<file path="src/rtl/stream_cipher_pkg.sv">
// Shared definitions for the stream cipher engine.
// Holds the recommended Galois tap masks per LFSR width and the single-step
// Galois LFSR update used by the keystream generator.
package stream_cipher_pkg;

   localparam logic [3:0]  TAPS_W4  = 4'hC;
   localparam logic [7:0]  TAPS_W8  = 8'hB8;
   localparam logic [15:0] TAPS_W16 = 16'hB400;
   localparam logic [31:0] TAPS_W32 = 32'h80200003;

   // One Galois step on a zero-extended state. The caller narrows the result;
   // the upper bits stay zero because the taps are zero-extended as well.
   function automatic logic [31:0] lfsr_galois_step(input logic [31:0] state,
                                                     input logic [31:0] taps);
      return (state >> 1) ^ (state[0] ? taps : 32'd0);
   endfunction

endpackage

</file>
<file path="src/rtl/lfsr_keygen.sv">
// Galois LFSR keystream generator.
// Holds the LFSR state, produces the DATA_W-bit keystream word for the current
// state combinationally, and advances DATA_W steps when advance_i is high.
// Ports:
//   clk        clock, rising edge
//   rst_n      asynchronous active-low reset (state <= DEFAULT_SEED)
//   load_i     load seed_i into the state (wins over advance_i)
//   seed_i     seed value; zero is replaced by 1
//   advance_i  step the LFSR by one keystream word
//   key_word_o keystream word for the current state
module lfsr_keygen
   import stream_cipher_pkg::*;
#(
   parameter int                DATA_W       = 8,
   parameter int                LFSR_W       = 16,
   parameter logic [LFSR_W-1:0] TAPS         = 16'hB400,
   parameter logic [LFSR_W-1:0] DEFAULT_SEED = LFSR_W'(1)
) (
   input  logic              clk,
   input  logic              rst_n,
   input  logic              load_i,
   input  logic [LFSR_W-1:0] seed_i,
   input  logic              advance_i,
   output logic [DATA_W-1:0] key_word_o
);

   logic [LFSR_W-1:0] lfsr_q;
   logic [LFSR_W-1:0] lfsr_d;
   logic [LFSR_W-1:0] lfsr_next;
   logic [31:0]       chain;

   // Unrolled chain: bit i of the key word is the output bit of step i.
   always_comb begin
      chain      = 32'(lfsr_q);
      key_word_o = '0;
      for (int i = 0; i < DATA_W; i++) begin
         key_word_o[i] = chain[0];
         chain         = lfsr_galois_step(chain, 32'(TAPS));
      end
      lfsr_next = chain[LFSR_W-1:0];
   end

   // An all-zero state would lock the LFSR, so a zero seed loads 1 instead.
   always_comb begin
      lfsr_d = lfsr_q;
      if (load_i) begin
         lfsr_d = (seed_i == '0) ? LFSR_W'(1) : seed_i;
      end else if (advance_i) begin
         lfsr_d = lfsr_next;
      end
   end

   always_ff @(posedge clk or negedge rst_n) begin
      if (!rst_n) begin
         lfsr_q <= DEFAULT_SEED;
      end else begin
         lfsr_q <= lfsr_d;
      end
   end

endmodule

</file>
<file path="src/rtl/stream_cipher_engine.sv">
// LFSR stream cipher engine: out_data = in_data XOR keystream word.
// The same path encrypts and decrypts. Valid/ready on both sides with a
// single registered output word.
// Ports:
//   clk, reset             clock and asynchronous active-low reset
//   seed_load, seed        one-cycle reseed strobe (clears word_count)
//   in_valid/in_ready/in_data     input handshake and word
//   out_valid/out_ready/out_data  output handshake and result word
//   key_word               keystream word used for the current out_data
//   word_count             words accepted since reset or last seed_load
module stream_cipher_engine
   import stream_cipher_pkg::*;
#(
   parameter int                DATA_W       = 8,
   parameter int                LFSR_W       = 16,
   parameter logic [LFSR_W-1:0] TAPS         = 16'hB400,
   parameter logic [LFSR_W-1:0] DEFAULT_SEED = LFSR_W'(1)
) (
   input  logic              clk,
   input  logic              reset,
   input  logic              seed_load,
   input  logic [LFSR_W-1:0] seed,
   input  logic              in_valid,
   output logic              in_ready,
   input  logic [DATA_W-1:0] in_data,
   output logic              out_valid,
   input  logic              out_ready,
   output logic [DATA_W-1:0] out_data,
   output logic [DATA_W-1:0] key_word,
   output logic [15:0]       word_count
);

   logic              accept;
   logic [DATA_W-1:0] kw;

   logic              out_valid_q, out_valid_d;
   logic [DATA_W-1:0] out_data_q,  out_data_d;
   logic [DATA_W-1:0] key_word_q,  key_word_d;
   logic [15:0]       count_q,     count_d;

   lfsr_keygen #(
      .DATA_W       (DATA_W),
      .LFSR_W       (LFSR_W),
      .TAPS         (TAPS),
      .DEFAULT_SEED (DEFAULT_SEED)
   ) u_keygen (
      .clk        (clk),
      .rst_n      (reset),
      .load_i     (seed_load),
      .seed_i     (seed),
      .advance_i  (accept),
      .key_word_o (kw)
   );

   // Reset gates in_ready so the source sees "not ready" while held in reset.
   assign in_ready = reset && !seed_load && (!out_valid_q || out_ready);
   assign accept   = in_valid && in_ready;

   always_comb begin
      out_valid_d = out_valid_q;
      out_data_d  = out_data_q;
      key_word_d  = key_word_q;
      count_d     = count_q;
      if (accept) begin
         out_valid_d = 1'b1;
         out_data_d  = in_data ^ kw;
         key_word_d  = kw;
         count_d     = count_q + 16'd1;
      end else if (out_ready) begin
         out_valid_d = 1'b0;
      end
      if (seed_load) begin
         count_d = '0;
      end
   end

   always_ff @(posedge clk or negedge reset) begin
      if (!reset) begin
         out_valid_q <= 1'b0;
         out_data_q  <= '0;
         key_word_q  <= '0;
         count_q     <= '0;
      end else begin
         out_valid_q <= out_valid_d;
         out_data_q  <= out_data_d;
         key_word_q  <= key_word_d;
         count_q     <= count_d;
      end
   end

   assign out_valid  = out_valid_q;
   assign out_data   = out_data_q;
   assign key_word   = key_word_q;
   assign word_count = count_q;

endmodule

</file>
<file path="config.mk">
export PLATFORM = sky130hd
export DESIGN_NAME = stream_cipher_engine
export DESIGN_NICKNAME = d
export VERILOG_FILES = /design/src/rtl/stream_cipher_pkg.sv /design/src/rtl/lfsr_keygen.sv /design/src/rtl/stream_cipher_engine.sv
export SDC_FILE = /design/constraint.sdc
export NUM_CORES = 1
export LEC_CHECK = 0
export ABC_AREA = 0
export CORE_ASPECT_RATIO = 0.9
export CORE_MARGIN = 4
export CORE_UTILIZATION = 46
export CTS_BUF_LIST = sky130_fd_sc_hd__clkbuf_4 sky130_fd_sc_hd__clkbuf_8
export CTS_CLUSTER_DIAMETER = 200
export DETAILED_ROUTE_END_ITERATION = 7
export PLACE_DENSITY = 0.83
export RECOVER_POWER = 25
export SYNTH_ARGS = -nofsm -noshare
export SYNTH_HDL_FRONTEND = slang
export SYNTH_SLANG_ARGS = --single-unit
</file>
<file path="constraint.sdc">
create_clock -name clk -period 2 [get_ports clk]
set_input_delay 0.2 -clock clk [delete_from_list [all_inputs] [get_ports clk]]
set_output_delay 0.2 -clock clk [all_outputs]
set_load 0.02 [all_outputs]
</file>
==> impl_metrics.env, run 1 <==
export IMPL_run_status="complete, no violations"
export IMPL_multiInputGateArea_um2=1072
export IMPL_wl_met3_um=309
export IMPL_portBuffers=62
export IMPL_synth_seq_cells=49
export IMPL_worstSetupPathType="register to register"
export IMPL_die_area_um2=6426
export IMPL_synth_distinct_cells=38
export IMPL_routed_wl_um=5923
export IMPL_setup_viol_count_final=0
export IMPL_min_period_ns=1.909
export IMPL_area_growth_pct=36.26
export IMPL_cts_max_level=2
export IMPL_place_gp_congestion=0.7968
export IMPL_cts_sinks=49
export IMPL_grt_max_degree=42
export IMPL_period_share=0.9545
export IMPL_slew_limit_headroom=0.3315
export IMPL_synth_edf_count=0
export IMPL_synth_largest_area_cell="dfrtp_1"
export IMPL_cellPowerDensity_nw_per_um2=756.6
export IMPL_cts_root_buf="clkbuf_8"
export IMPL_wl_per_cell_um=15.30
export IMPL_antenna_found_initial=0
export IMPL_synthArstFlopShare=1.000
export IMPL_die_w_um=84.06
export IMPL_clock_skew_final_ns=0.006458
export IMPL_drt_iter0_drc=145
export IMPL_r2r_cells=4
export IMPL_synthTopCellsByArea="dfrtp_1 (50%), xnor2_1 (6.9%), nand2_1 (6.1%)"
export IMPL_synth_top_area_frac=0.5016
export IMPL_drive_above_1_share=0.09627
export IMPL_ys_flop_type="dfrtp_1"
export IMPL_grt_pass1_wl_um=10220
export IMPL_numCtsBuffers=5
export IMPL_n_fill_cell=398
export IMPL_seqCellArea_um2=1227
export IMPL_ant_nets=0
export IMPL_initial_core_util=0.4833
export IMPL_via_count=2100
export IMPL_hpwl_um=4488
export IMPL_worst_r2r_endpoint="word_count[15]"
export IMPL_syn_area_per_cell_um2=9.618
export IMPL_p_leak_uw=0.001355
export IMPL_crit_required_ns=2.23
export IMPL_clock_path_buffers=2
export IMPL_slew_violations=0
export IMPL_clock_fmax_ghz=0.5238
export IMPL_drcViolationCount=0
export IMPL_min_path_type="input port to asynchronous set/reset pin"
export IMPL_irDropWorstVdd_mv=0.5671
export IMPL_cap_violations=0
export IMPL_n_antenna_cell=0
export IMPL_path_clk_slew_ns=0.09
export IMPL_cts_resized_gates=0
export IMPL_core_rowCount=24
export IMPL_synth_compound_area_frac=0.1499
export IMPL_top_layer_used="met4"
export IMPL_crit_path_start_kind="register"
export IMPL_critical_path_max_fanout=7
export IMPL_synth_mux_area_frac=0.01254
export IMPL_via_per_inst=5.426
export IMPL_ys_seq_area_frac=0.5125
export IMPL_clkLatencyLatePin_ns=0.29
export IMPL_rsz0062_at_grt="false"
export IMPL_design_portCount=63
export IMPL_cts_tree="done"
export IMPL_synth_xor_area_share=0.1061
export IMPL_routed_wl_met2_um=3069
export IMPL_ys_warn_count=0
export IMPL_final_net_count=351
export IMPL_grt_usage=0.1965
export IMPL_routedLengthMet1_um=2493
export IMPL_yosys_area_share_simple=0.1740
export IMPL_tightest_slew_ns=1.003
export IMPL_grt_overflow_total=0
export IMPL_coreArea_um2=4955
export IMPL_dr_pass1_iters=4
export IMPL_fin_setup_tns_ns=0
export IMPL_hold_viol=0
export IMPL_synth_fp_nets=279
export IMPL_first_global_vias=2105
export IMPL_worst_slack_ns=0.09091
export IMPL_r2r_start="out_valid"
export IMPL_netlist_instances=249
export IMPL_cp_end_kind="register"
export IMPL_synth_area_um2=2395
export IMPL_r2r_setup_slack_ns=0.09
export IMPL_synth_fa_ha_area_frac=0.005225
export IMPL_die_h_um=76.45
export IMPL_synth_top_family_by_area="simple AND/OR/NAND/NOR gates"
export IMPL_place_ws_ns=-0.1393
export IMPL_critPathArrivalTime_ns=2.14
==> metal layers <==
layer / global-route usage / vias to the layer above
li1: - / 1025
met1: 0.2502 / 1009
met2: 0.3312 / 62
met3: 0.04541 / 4
met4: 0.05949 / 0
met5: 0 / -
==> Yosys cell counts, drive strengths merged (3+ instances only) <==
| cell | number |
|---|---|
| a21oi | 13 |
| a221oi | 3 |
| clkbuf | 15 |
| dfrtp | 48 |
| inv | 9 |
| mux2i | 3 |
| nand2 | 39 |
| nand3 | 6 |
| nand4 | 4 |
| nor2 | 7 |
| nor3 | 7 |
| nor4 | 5 |
| o21ai | 20 |
| o22ai | 6 |
| o31ai | 3 |
| or3 | 5 |
| or4 | 4 |
| xnor2 | 19 |
| xor2 | 10 |
==> critical path, cell delays in order, from the launching register on <==
cell and delay [ns]:
dfrtp_1 0.40, nor2b_1 0.15, or4_1 0.64, or4_1 0.50, a21oi_1 0.15
==> sequential cells by signal, summed over array words and instances, names as in the netlist <==
name             flops
u_keygen.lfsr_q     16
word_count          16
key_word             8
out_data             8
out_valid            1
==> layout by cell type (no fill, tap or decap), types with 6 or more instances in the layout <==
cell type        Yosys  final
clkdlybuf4s50_1      0     61
dfrtp_1             48     48
nand2_1             39     39
o21ai_0             20     20
xnor2_1             19     19
buf_4                0     17
a21oi_1             13     13
xor2_1              10     10
inv_1                9      9
nor2_1               7      7
nor3_1               7      7
nand3_1              6      6
o22ai_1              6      6
==> kinds of logic (layout without fill, tap and decap cells) <==
| logic type | count (synthesis) | in the layout |
|---|---|---|
| AOI/OAI and AO/OA | 57 | 57 |
| xor gates and xnor gates | 29 | 29 |
| adders and majority gates | 1 | 1 |
| buffers and inverters | 25 | 98 |
| DFF | 49 | 49 |
| muxes | 3 | 3 |
| and+or+nand+nor | 85 | 85 |
==> metrics by stage <==
stage	hold WS, ns	area (um^2)	total power (uW)	utilization	instances
2_1_floorplan	-0.09559	2395	1575	-	249
3_3_place_gp	0.2262	3166	1883	0.6389	378
3_5_place_dp	0.2189	3166	1902	0.6389	378
4_1_cts	0.07255	3267	2497	0.6593	387
5_1_grt	0.4828	3263	2611	0.6586	387
6_report	0.3664	3263	2469	0.6586	387
==> worst max-delay path by stage <==
stage / endpoint / slack, ns / from
3_5_place_dp: word_count[13] / -0.14 / seed_load
4_1_cts: word_count[15] / 0.1 / out_valid
6_report: word_count[15] / 0.09 / out_valid
3_3_place_gp: word_count[15] / -0.08 / seed_load
5_1_grt: word_count[13] / 0.02 / out_valid
2_1_floorplan: word_count[15] / 0.06 / out_valid
==> report_power, final <==
part	internal, uW	leakage (uW)	switching (uW)
clock	275	0.0000453	313
combinational	342	0.000693	329
sequential	1110	0.000617	99.0
==> final cells by class <==
class / instances / share of cell area
Clock buffer: 7 / 0.02569
Clock inverter: 1 / 0.002301
Inverter: 9 / 0.01035
Multi-Input combinational cell: 175 / 0.3286
Sequential cell: 49 / 0.3762
Tap cell: 65 / 0.02492
Timing Repair Buffer: 81 / 0.2320
==> timing repair <==
| item | 4_1_cts | 5_1_grt |
|---|---|---|
| buffers inserted | 0 | 0 |
| endpoints found under the hold margin | 8 | 0 |
| hold buffers | 1 | 0 |
Power figures use the tool's default switching activity.
==> run 2, diff against run 1 <==
- ABC_AREA: 0 -> 1
- PLACE_DENSITY: 0.83 -> 0.82
==> run 2 against run 1 <==
Sequential power barely moved. Setup slack better by 0.18 ns. Flip-flop and latch count unchanged. Clock skew is 0.0014 ns higher. First-iteration DRC count is 2.8% lower. Synthesized cell count increased by 32%. Clock power grew 3%. Wire length rose by 8.3%. Total power is 1.5% higher. Largest cell class unchanged. Largest power group unchanged. Highest routed layer unchanged.
==> impl_metrics.env, run 2 <==
export IMPL_run_status="complete, no violations"
export IMPL_area_growth_pct=28.23
export IMPL_cts_resized_gates=0
export IMPL_crit_family="buffers and inverters"
export IMPL_synth_seq_cells=49
export IMPL_post_cts_buffers=0
export IMPL_synth_distinct_cells=24
export IMPL_grt_util_met2=0.3096
export IMPL_ys_flop_type="dfrtp_1"
export IMPL_netlist_instances=328
export IMPL_initial_core_util=0.4847
export IMPL_irDropWorstVdd_mv=0.4234
export IMPL_seqPwrFrac=0.490
export IMPL_ys_warn_count=0
export IMPL_hpwl_um=4628
export IMPL_coreArea_um2=5349
export IMPL_period_share=0.8639
export IMPL_antenna_found_initial=0
export IMPL_layout_commonest_cell="nand2_1"
export IMPL_cellPowerDensity_nw_per_um2=754.0
export IMPL_ant_nets=0
export IMPL_r2r_start="word_count[0]"
export IMPL_first_global_vias=2178
export IMPL_grt_usage=0.1993
export IMPL_yosys_area_share_simple=0.2794
export IMPL_synth_fa_ha_area_frac=0.004826
export IMPL_synth_compound_area_frac=0.09459
export IMPL_synth_mux_area_frac=0
export IMPL_drcViolationCount=0
export IMPL_p_leak_uw=0.001490
export IMPL_fin_setup_tns_ns=0
export IMPL_setup_viol_count_final=0
export IMPL_cts_max_level=2
export IMPL_n_antenna_cell=0
export IMPL_p_sw_uw=782.7
export IMPL_clockPowerShare=0.243
export IMPL_worst_r2r_endpoint="word_count[4]"
export IMPL_portBuffers=62
export IMPL_synth_largest_area_cell="dfrtp_1"
export IMPL_clkLatencyLatePin_ns=0.30
export IMPL_dr_pass1_iters=4
export IMPL_pwr_share_comb=0.267
export IMPL_min_path_type="input port to asynchronous set/reset pin"
export IMPL_cts_sinks=49
export IMPL_synth_area_um2=2592
export IMPL_die_area_um2=6903
export IMPL_final_cell_mix="nand2_1 (86), clkdlybuf4s50_1 (61), nor2_1 (48), dfrtp_1 (48), o21ai_0 (28)"
export IMPL_synth_edf_count=0
export IMPL_synth_xor_area_share=0.07770
export IMPL_critical_path_max_fanout=3
export IMPL_postPlaceCellArea_um2=3238
export IMPL_synth_top_cells_by_count="nand2_1 (86), dfrtp_1 (48), nor2_1 (48)"
export IMPL_critPathArrivalTime_ns=1.53
export IMPL_crit_required_ns=1.80
export IMPL_synth_fp_nets=358
export IMPL_r2r_cells=6
export IMPL_worstSetupPathType="register to primary output"
export IMPL_ys_seq_area_frac=0.4735
export IMPL_grt_overflow_total=0
export IMPL_die_h_um=79.22
export IMPL_numCtsBuffers=5
export IMPL_crit_path_start_kind="register"
export IMPL_cp_end_kind="primary output"
export IMPL_synthTopCellsByArea="dfrtp_1 (46%), nand2_1 (12%), nor2_1 (6.9%)"
export IMPL_swShare=0.3122
export IMPL_grt_max_degree=50
export IMPL_cpMostUsedCell="nand2_1"
export IMPL_critPathMaxStageDelay_ns=0.59
export IMPL_hold_ws_ns=0.2571
export IMPL_grt_busiest_layer="met2"
export IMPL_hold_viol=0
export IMPL_drive_above_1_share=0.06477
export IMPL_routed_wl_um=6413
export IMPL_synthArstFlopShare=1.000
export IMPL_clock_path_buffers=2
export IMPL_design_portCount=63
export IMPL_tightest_slew_ns=1.215
export IMPL_final_util=0.6215
export IMPL_power_internal_uw=1724
export IMPL_place_gp_congestion=0.9374
export IMPL_grt_util_met1=0.2817
export IMPL_drt_iter0_drc=141
export IMPL_grt_pass1_wl_um=10850
export IMPL_r2r_setup_slack_ns=0.55
export IMPL_wl_per_cell_um=14.16
export IMPL_worstPathBufferInverterCount=2
export IMPL_slew_violations=0
export IMPL_final_net_count=416
export IMPL_syn_area_per_cell_um2=7.904
export IMPL_via_count=2291
export IMPL_cp_slowest_cell="clkdlybuf4s50_1"
export IMPL_clock_skew_final_ns=0.007831
export IMPL_cts_tree="done"
export IMPL_cap_violations=0
export IMPL_cts_root_buf="clkbuf_8"
export IMPL_cts_hold_buf=0
export IMPL_slew_limit_headroom=0.1901
export IMPL_rsz0062_at_grt="false"
export IMPL_finalInstanceArea_um2=3324
export IMPL_die_w_um=87.14
export IMPL_core_rowCount=25
export IMPL_min_period_ns=1.728
export IMPL_path_clk_slew_ns=0.09
export IMPL_use_met3=0.03527
export IMPL_synth_top_family_by_area="simple AND/OR/NAND/NOR gates"
export IMPL_synth_most_common_cell="nand2_1"
export IMPL_path_cells="nand2_1, nand2_1, inv_1, clkdlybuf4s50_1"
export IMPL_synth_top_area_frac=0.4633
export IMPL_clock_fmax_ghz=0.5788
export IMPL_via_per_inst=5.057
## run 2: layer usage
metal / vias to the layer above / part of all wire
met1: 1056 / 0.44
met2: 73 / 0.47
met5: - / 0
met3: 7 / 0.077
li1: 1155 / -
met4: 0 / 0.012
## run 2: final cells by class
type | instances | area (um^2)
well taps | 67 | 83.83
repair buffers | 68 | 656.9
inverters | 22 | 82.58
flip-flops and latches | 49 | 1227
fillers | 449 | 2024
clock buffers | 7 | 90.09
multi-input cells | 240 | 1184
## run 2: worst max path at each step
stage               slack, ns  depth (start not counted)           from             end
floorplan                0.60                          8  word_count[0]  word_count[12]
global placement         0.32                          6      out_ready        in_ready
detailed placement       0.28                          5      seed_load        in_ready
CTS                      0.26                          4      out_valid        in_ready
global route             0.21                          4      out_valid        in_ready
finish                   0.27                          4      out_valid        in_ready
## run 2: cells by family (layout without fill, tap and decap cells)
group | after synthesis | count (layout)
buffers and inverters | 39 | 97
DFF | 49 | 49
AOI/OAI and AO/OA | 47 | 47
adders and majority gates | 1 | 1
xor gates and xnor gates | 23 | 23
and+or+nand+nor | 169 | 169
## run 2: power by group through the flow
stage,registers (uW),clock network (uW),logic (uW)
after floorplan,1280,0,329
after global placement,1240,0,658
after detailed placement,1250,0,669
after CTS,1230,618,674
after global routing,1250,655,734
final,1230,609,670
## run 2: worst register-to-register path, cell delays in order (launching register included)
cell and delay [ns]:
dfrtp_1 0.47, ha_1 0.24, nand2_1 0.11, nor2_1 0.30, nand3_1 0.12, nand2_1 0.07, nor2_1 0.04
## run 2: per-stage QoR
stage               worst slack (ns)  total power (uW)  std cells
floorplan                     0.5952              1613        328
global placement              0.3158              1900        446
detailed placement            0.2776              1915        446
CTS                           0.2601              2519        453
global route                  0.2091              2634        453
finish                        0.2723              2507        453
